--- config.mk ---
export PLATFORM = sky130hd
export DESIGN_NAME = ctrl_seq
export DESIGN_NICKNAME = d
export VERILOG_FILES = /design/src/rtl/sap_pkg.sv /design/src/rtl/ctrl_decode.sv /design/src/rtl/ctrl_seq.sv
export SDC_FILE = /design/constraint.sdc
export NUM_CORES = 1
export LEC_CHECK = 0
export ABC_AREA = 1
export CORE_MARGIN = 4
export CORE_UTILIZATION = 38
export CTS_CLUSTER_SIZE = 20
export DETAILED_ROUTE_END_ITERATION = 6
export HOLD_SLACK_MARGIN = 0.1
export PLACE_DENSITY = 0.93
export SKIP_LAST_GASP = 1
export SLEW_MARGIN = 0
export SYNTH_ARGS = -nofsm -noshare
export SYNTH_HDL_FRONTEND = slang
export SYNTH_SLANG_ARGS = --single-unit
--- constraint.sdc ---
create_clock -name clk -period 2 [get_ports clk]
set_clock_uncertainty 0.2 [all_clocks]
set_input_delay 0.3 -clock clk [delete_from_list [all_inputs] [get_ports clk]]
set_output_delay 0.3 -clock clk [all_outputs]
set_load 0.02 [all_outputs]
--- src/rtl/sap_pkg.sv ---
// Shared definitions for the SAP-16 control sequencer: opcodes, T-state
// encoding and the control word that the datapath consumes.
package sap_pkg;

  localparam logic [7:0] OP_NOP = 8'h00;
  localparam logic [7:0] OP_LDA = 8'h01;
  localparam logic [7:0] OP_ADD = 8'h02;
  localparam logic [7:0] OP_SUB = 8'h03;
  localparam logic [7:0] OP_STA = 8'h04;
  localparam logic [7:0] OP_LDI = 8'h05;
  localparam logic [7:0] OP_JMP = 8'h06;
  localparam logic [7:0] OP_JC  = 8'h07;
  localparam logic [7:0] OP_JZ  = 8'h08;
  localparam logic [7:0] OP_OUT = 8'h0E;
  localparam logic [7:0] OP_HLT = 8'h0F;

  // T-state encoding; the raw value is also the debug t_state output.
  typedef enum logic [2:0] {
    ST_T0   = 3'd0,
    ST_T1   = 3'd1,
    ST_T2   = 3'd2,
    ST_T3   = 3'd3,
    ST_T4   = 3'd4,
    ST_HALT = 3'd7
  } state_t;

  // One bit per datapath strobe.
  typedef struct packed {
    logic pc_oe;
    logic pc_inc;
    logic pc_write;
    logic mar_write;
    logic mem_oe;
    logic mem_write;
    logic ir_write;
    logic ir_oe;
    logic a_write;
    logic a_oe;
    logic b_write;
    logic alu_oe;
    logic alu_sub;
    logic flags_write;
    logic out_write;
  } ctrl_word_t;

endpackage

--- src/rtl/ctrl_decode.sv ---
// Combinational step decoder: maps (state, opcode, flags, mem_ready) to the
// control word for this cycle and the state for the next one.
// Memory steps hold their bus driver and state until mem_ready, and gate the
// write/increment strobe with mem_ready.
module ctrl_decode
  import sap_pkg::*;
(
  input  state_t     i_state,
  input  logic [7:0] i_opcode,
  input  logic       i_flag_c,
  input  logic       i_flag_z,
  input  logic       i_mem_ready,
  output ctrl_word_t o_cw,
  output state_t     o_next
);

  // Decode the current step; anything unlisted falls back to idle / T0.
  always_comb begin
    o_cw   = '0;
    o_next = ST_T0;
    case (i_state)
      ST_T0: begin
        o_cw.pc_oe     = 1'b1;
        o_cw.mar_write = 1'b1;
        o_next         = ST_T1;
      end
      ST_T1: begin
        o_cw.mem_oe   = 1'b1;
        o_cw.ir_write = i_mem_ready;
        o_cw.pc_inc   = i_mem_ready;
        o_next        = i_mem_ready ? ST_T2 : ST_T1;
      end
      ST_T2: begin
        case (i_opcode)
          OP_LDA, OP_ADD, OP_SUB, OP_STA: begin
            o_cw.ir_oe     = 1'b1;
            o_cw.mar_write = 1'b1;
            o_next         = ST_T3;
          end
          OP_LDI: begin
            o_cw.ir_oe   = 1'b1;
            o_cw.a_write = 1'b1;
          end
          OP_JMP: begin
            o_cw.ir_oe    = 1'b1;
            o_cw.pc_write = 1'b1;
          end
          OP_JC: begin
            o_cw.ir_oe    = i_flag_c;
            o_cw.pc_write = i_flag_c;
          end
          OP_JZ: begin
            o_cw.ir_oe    = i_flag_z;
            o_cw.pc_write = i_flag_z;
          end
          OP_OUT: begin
            o_cw.a_oe      = 1'b1;
            o_cw.out_write = 1'b1;
          end
          OP_HLT:  o_next = ST_HALT;
          default: o_next = ST_T0;
        endcase
      end
      ST_T3: begin
        case (i_opcode)
          OP_LDA: begin
            o_cw.mem_oe  = 1'b1;
            o_cw.a_write = i_mem_ready;
            o_next       = i_mem_ready ? ST_T0 : ST_T3;
          end
          OP_ADD, OP_SUB: begin
            o_cw.mem_oe  = 1'b1;
            o_cw.b_write = i_mem_ready;
            o_next       = i_mem_ready ? ST_T4 : ST_T3;
          end
          OP_STA: begin
            o_cw.a_oe      = 1'b1;
            o_cw.mem_write = i_mem_ready;
            o_next         = i_mem_ready ? ST_T0 : ST_T3;
          end
          default: o_next = ST_T0;
        endcase
      end
      ST_T4: begin
        if (i_opcode == OP_ADD || i_opcode == OP_SUB) begin
          o_cw.alu_oe      = 1'b1;
          o_cw.a_write     = 1'b1;
          o_cw.flags_write = 1'b1;
          o_cw.alu_sub     = (i_opcode == OP_SUB);
        end
        o_next = ST_T0;
      end
      ST_HALT: o_next = ST_HALT;
      default: o_next = ST_T0;
    endcase
  end

endmodule

--- src/rtl/ctrl_seq.sv ---
// SAP-16 control sequencer: owns the T-state register and forces every strobe
// low while rst is high, so nothing partial escapes an abandoned instruction.
module ctrl_seq
  import sap_pkg::*;
(
  input  logic       clk,
  input  logic       rst,
  input  logic [7:0] opcode,
  input  logic       flag_c,
  input  logic       flag_z,
  input  logic       mem_ready,
  output logic       pc_oe,
  output logic       pc_inc,
  output logic       pc_write,
  output logic       mar_write,
  output logic       mem_oe,
  output logic       mem_write,
  output logic       ir_write,
  output logic       ir_oe,
  output logic       a_write,
  output logic       a_oe,
  output logic       b_write,
  output logic       alu_oe,
  output logic       alu_sub,
  output logic       flags_write,
  output logic       out_write,
  output logic [2:0] t_state,
  output logic       halted
);

  state_t     r_state;
  state_t     w_next;
  ctrl_word_t w_cw;
  ctrl_word_t w_cw_gated;

  ctrl_decode u_decode (
    .i_state     (r_state),
    .i_opcode    (opcode),
    .i_flag_c    (flag_c),
    .i_flag_z    (flag_z),
    .i_mem_ready (mem_ready),
    .o_cw        (w_cw),
    .o_next      (w_next)
  );

  // State register: reset always lands in T0, even from HALT or a memory wait.
  always_ff @(posedge clk) begin
    if (rst) r_state <= ST_T0;
    else     r_state <= w_next;
  end

  assign w_cw_gated  = rst ? '0 : w_cw;

  assign pc_oe       = w_cw_gated.pc_oe;
  assign pc_inc      = w_cw_gated.pc_inc;
  assign pc_write    = w_cw_gated.pc_write;
  assign mar_write   = w_cw_gated.mar_write;
  assign mem_oe      = w_cw_gated.mem_oe;
  assign mem_write   = w_cw_gated.mem_write;
  assign ir_write    = w_cw_gated.ir_write;
  assign ir_oe       = w_cw_gated.ir_oe;
  assign a_write     = w_cw_gated.a_write;
  assign a_oe        = w_cw_gated.a_oe;
  assign b_write     = w_cw_gated.b_write;
  assign alu_oe      = w_cw_gated.alu_oe;
  assign alu_sub     = w_cw_gated.alu_sub;
  assign flags_write = w_cw_gated.flags_write;
  assign out_write   = w_cw_gated.out_write;

  assign t_state     = r_state;
  assign halted      = (r_state == ST_HALT) && !rst;

  // Bus and strobe invariants the datapath relies on.
  a_single_driver: assert property (@(posedge clk) disable iff (rst)
    $onehot0({pc_oe, mem_oe, ir_oe, a_oe, alu_oe}));
  a_pc_excl: assert property (@(posedge clk) disable iff (rst)
    !(pc_inc && pc_write));
  a_mem_excl: assert property (@(posedge clk) disable iff (rst)
    !(mem_oe && mem_write));

endmodule
# After elaboration in Yosys (flattened, before gate mapping)
# Cells that the tools add are included.
dict set report totals {
  ff_bits 3
  input_bits 13
  out_inout_bits 19
}
dict set report classes {
  eq_ne 15
  mux 31
  reduce_logical 9
}
# op n
set op_table {}
lappend op_table {{== test 8 x 3 -> 1 bit, second input constant} 4}
lappend op_table {{== test 8 x 4 -> 1 bit, second input constant} 3}
lappend op_table {{== test 8 x 2 -> 1 bit, second input constant} 2}
lappend op_table {{two-way mux 1 bit} 16}
lappend op_table {{two-way mux 15 bit} 1}
lappend op_table {{one-hot mux 3 bit (5 select lines)} 1}
lappend op_table {{one-hot mux 3 bit (2 select lines)} 2}
lappend op_table {{two-way mux 3 bit} 3}
lappend op_table {{one-hot mux 1 bit (3 select lines)} 3}
lappend op_table {{== test 8 x 1 -> 1 bit, second input constant} 1}
lappend op_table {{== test 3 x 2 -> 1 bit, second input constant} 2}
lappend op_table {{== test 3 bit, second input constant} 2}
lappend op_table {{one-hot mux 1 bit (2 select lines)} 3}
lappend op_table {{OR reduction 6 bit} 1}
lappend op_table {{two-way mux 2 bit} 2}
lappend op_table {{OR reduction 2 bit} 2}
lappend op_table {{OR reduction 4 bit} 1}
lappend op_table {{== test 3 x 1 -> 1 bit, second input constant} 1}
lappend op_table {{zero test 3 bit} 1}
lappend op_table {{OR reduction 3 bit} 1}
lappend op_table {{logical AND 1 bit} 1}
lappend op_table {{zero test 1 bit} 1}
lappend op_table {{logical OR 1 bit} 1}

# Logic depth before layout (Yosys ltp)
dict set report depth {
  depth_word 5
  mapped_depth 9
}

# By module
# A second synthesis with hierarchy kept.
dict set report unflattened {
  hier_cells 133
  hier_area_um2 645.6
}
# module instances cells_per_inst area_per_inst_um2 seq_area_each_um2
set by_module_without_submodules {}
lappend by_module_without_submodules {ctrl_decode 1 88 409.1 0.0}
lappend by_module_without_submodules {ctrl_seq 1 45 236.5 60.1}

# Worst setup path after synthesis
# OpenSTA, ideal clock, no wires.
dict set report synth_path {
  kind {register to output}
  start {register r_state[1] (netlist: t_state[1])}
  end {output port alu_sub}
  arrival_ps 1452
  required_time_ps 1500
  path_slack_ps 48
  stages_incl_launch_ff 5
  path_buffers 1
  cell_sequence {dfxtp_1 > buf_2 > nor2_1 > nand2_1 > nor4_1}
}
dict set report synth_between {
  elab_chain_cells 3
}
# item line_no
set synth_rtl {}
lappend synth_rtl {{from (decl)} ctrl_seq.sv:31} ;# state_t r_state;
lappend synth_rtl {{from (signal assigned)} ctrl_seq.sv:49} ;# else r_state <= w_next;
lappend synth_rtl {{== test 3 bit} ctrl_decode.sv:21} ;# case (i_state)
lappend synth_rtl {{two-way mux 3 bit} ctrl_decode.sv:21}
lappend synth_rtl {{two-way mux 15 bit} ctrl_seq.sv:52} ;# assign w_cw_gated = rst ? '0 : w_cw;
lappend synth_rtl {{to (decl)} ctrl_seq.sv:24} ;# output logic alu_sub,
# No other way between the ends.

# Final worst setup path
dict set report layout_path {
  start {register r_state[1] (netlist: t_state[1])}
  end {output port t_state[1]}
}
# item line_no
set layout_rtl {}
lappend layout_rtl {{to (decl)} ctrl_seq.sv:27} ;# output logic [2:0] t_state,
# No word-level cell between the ends.

==> metrics.cfg <==
[global_route]
grt_pass1_wl_mm=3.70
grt_pass1_vias=881
met1_usage_pct=27.3
grtUsageMet2_pct=42.9
antenna_found_initial=0
grt.met3_usage_pct=5.18
grtUsageTotal_pct=24.5
grt-ovfl-total=0
grt_max_degree=10
grt_most_used_layer=met2

[final_layout]
areaGrowthSynthToFinish_pct=98.3
layout_commonest_cell=buf_4
num-nets-final=160
instances_no_fill=161
layout_common_cells=buf_4 (23), nand2_1 (19), nor2_1 (10), inv_1 (9), dlygate4sd2_1 (9)
largest_reg_flops=3
n_antenna_cell=0
drive_above_1_share_pct=47.9
final_util_pct=79.9

[critical_path]
worst-setup-path-type=reg -> out
crit_path_cell_trace=buf_4, clkdlybuf4s50_1
crit_required_ps=1500
crit_slowest_cell=clkdlybuf4s50_1
rrSetupSlack_ps=520
crit_path_start=t_state[1]$_SDFF_PP0_
r2r-start=t_state[1]$_SDFF_PP0_
r2r_cells=7
start_kind=flip-flop
cpPeakStageDelay_ps=600
r2r-end=t_state[1]$_SDFF_PP0_
cp-end-kind=output port
cp_data_arrival_time_ps=1490
cp_max_fo=7

[synth]
synth_area_per_cell_um2=5.40
synth_area_leaders=nand2_1 (14%), dfxtp_1 (12%), nor2_1 (10%)
syn-instance-count=96
yosys.area.top_type=nand2_1
ys_ff_latch=3
netlist.area_leader.share_pct=14.5
ys_seq_area_share_pct=11.6
ys_warn_count=0
ys_types=23
synth_area_um2=518
syn_nets=109

[detailed_routing]
vias=848
wl_per_cell_um=14.4
drt_iter0_markers=31
drtAntennaViolNets=0
drc=0
wl_mm=2.33
via_per_inst=5.27
first_pass_iters=4

[power]
p_int_mw=0.197
clkPwrFrac_pct=33.8
sw_frac_of_total_pct=35.3
finalPower_mw=0.304
comb_power_share_pct=43.3
cellPowerDensity_mw_per_mm2=296
p_leak_nw=0.550
switching_power_mw=0.108
irDropWorstVdd_mv=0.330
seqPwrFrac_pct=23.0

[floorplanning]
core_area_mm2=0.00128
fp-row-count=13
pin_count=32
die_y_um=44.9
fp.dieW_um=44.9
die-area_mm2=0.00202
start_util_pct=40.3

[hold_path]
hold_class=in -> reg
holdPathEnd=t_state[2]$_SDFF_PP0_
hold_depth=8
worstHoldStart=opcode[3]

[clock_tree]
cts_tree=built
clock_sinks=3
clk_pin_slew_ps=40
clk_latency_ps=230
cts_buffers=3
cts_max_level=1
clockRootBuffer=clkbuf_4
cts_buffer_depth=2
cts-hold-fix-buffers=0

[placed_design]
gp_congestion=0.947
dp_cells=155
dp_slack_ps=-669
port_buffers=31
dp_hpwl_mm=1.69

[timing]
finalCriticalPeriod_ps=1990
tightest_slew_ps=293
finalSetupViolations=0
grt_setup_unrepaired=true
fmax_mhz=502
fin_crit_sh_pct=99.5
relSlewSlack_pct=80.4
drv_slew=0
setup_slack_ps=9.02
hold_viol=0

[status]
status=finished, final reports clean

[flow_run]
drv_cap=0

==> cell type report <==
class                   count  area [um^2]
clock buffers               4         26.3
inverters                  15         61.3
repair buffers             51          395
well taps                  15         18.8
flip-flops and latches      3         61.3
multi-input cells          73          464
fillers                    87          258
==> layer usage <==
metal	routed length [um]	share of wire (%)
met1	874	38
met2	1210	52
met3	184	7.9
met4	56	2.4
met5	0	0
==> cell families after synthesis <==
kind of cell	after synthesis	synth area share (%)
AO/OA/AOI/OAI	9	9.66
buffers and inverters	20	18.6
flip-flops	3	11.6
AND/OR/NAND/NOR	64	60.1
==> worst max path at each step <==
stage,end,slack [ps]
3_3_place_gp,mem_oe,-550
5_1_grt,alu_sub,-10
2_1_floorplan,alu_sub,50
4_1_cts,ir_write,-20
6_report,t_state[1],9
3_5_place_dp,a_oe,-670
==> synth_stat cells <==
cell type	count
nand3_1	7
nand2_1	20
nand3b_1	1
buf_4	2
o211ai_1	1
nor2_1	14
a21oi_1	5
nand2_4	1
nand3_2	1
clkinv_4	1
buf_6	1
dfxtp_1	3
buf_2	1
nand4_1	5
nor3_1	4
nand2_2	3
inv_1	9
clkbuf_1	1
nor2_2	6
nor4_1	2
o31ai_1	1
inv_2	5
o21ai_1	2
==> what timing repair did <==
item / in CTS / in global routing
buffers inserted: 1 / 1
setup endpoints to repair: 16 / 5
pin swaps: 12 / 5
resized for setup: 84 / 16
==> power groups by stage <==
stage	clock network [mW]	registers (mW)	logic [mW]
2_1_floorplan	0	0.0683	0.0558
3_3_place_gp	0	0.0692	0.121
3_5_place_dp	0	0.0694	0.124
4_1_cts	0.108	0.0688	0.123
5_1_grt	0.110	0.0703	0.141
6_report	0.103	0.0699	0.132
==> stage by stage <==
| stage | hold WS, ps | instance area (um^2) | TNS [ps] |
|---|---|---|---|
| 3_5_place_dp | 593 | 947 | -7510 |
| 2_1_floorplan | 322 | 518 | 0 |
| 6_report | 515 | 1030 | 0 |
| 4_1_cts | 558 | 988 | -16.4 |
| 3_3_place_gp | 551 | 947 | -6820 |
| 5_1_grt | 558 | 1030 | -30.6 |
==> critical path, delay by kind of cell (launching register included) <==
kind,cells,cell delay [ps]
buffers and inverters,2,780
flip-flops,1,480
Power figures use the tool's default switching activity.
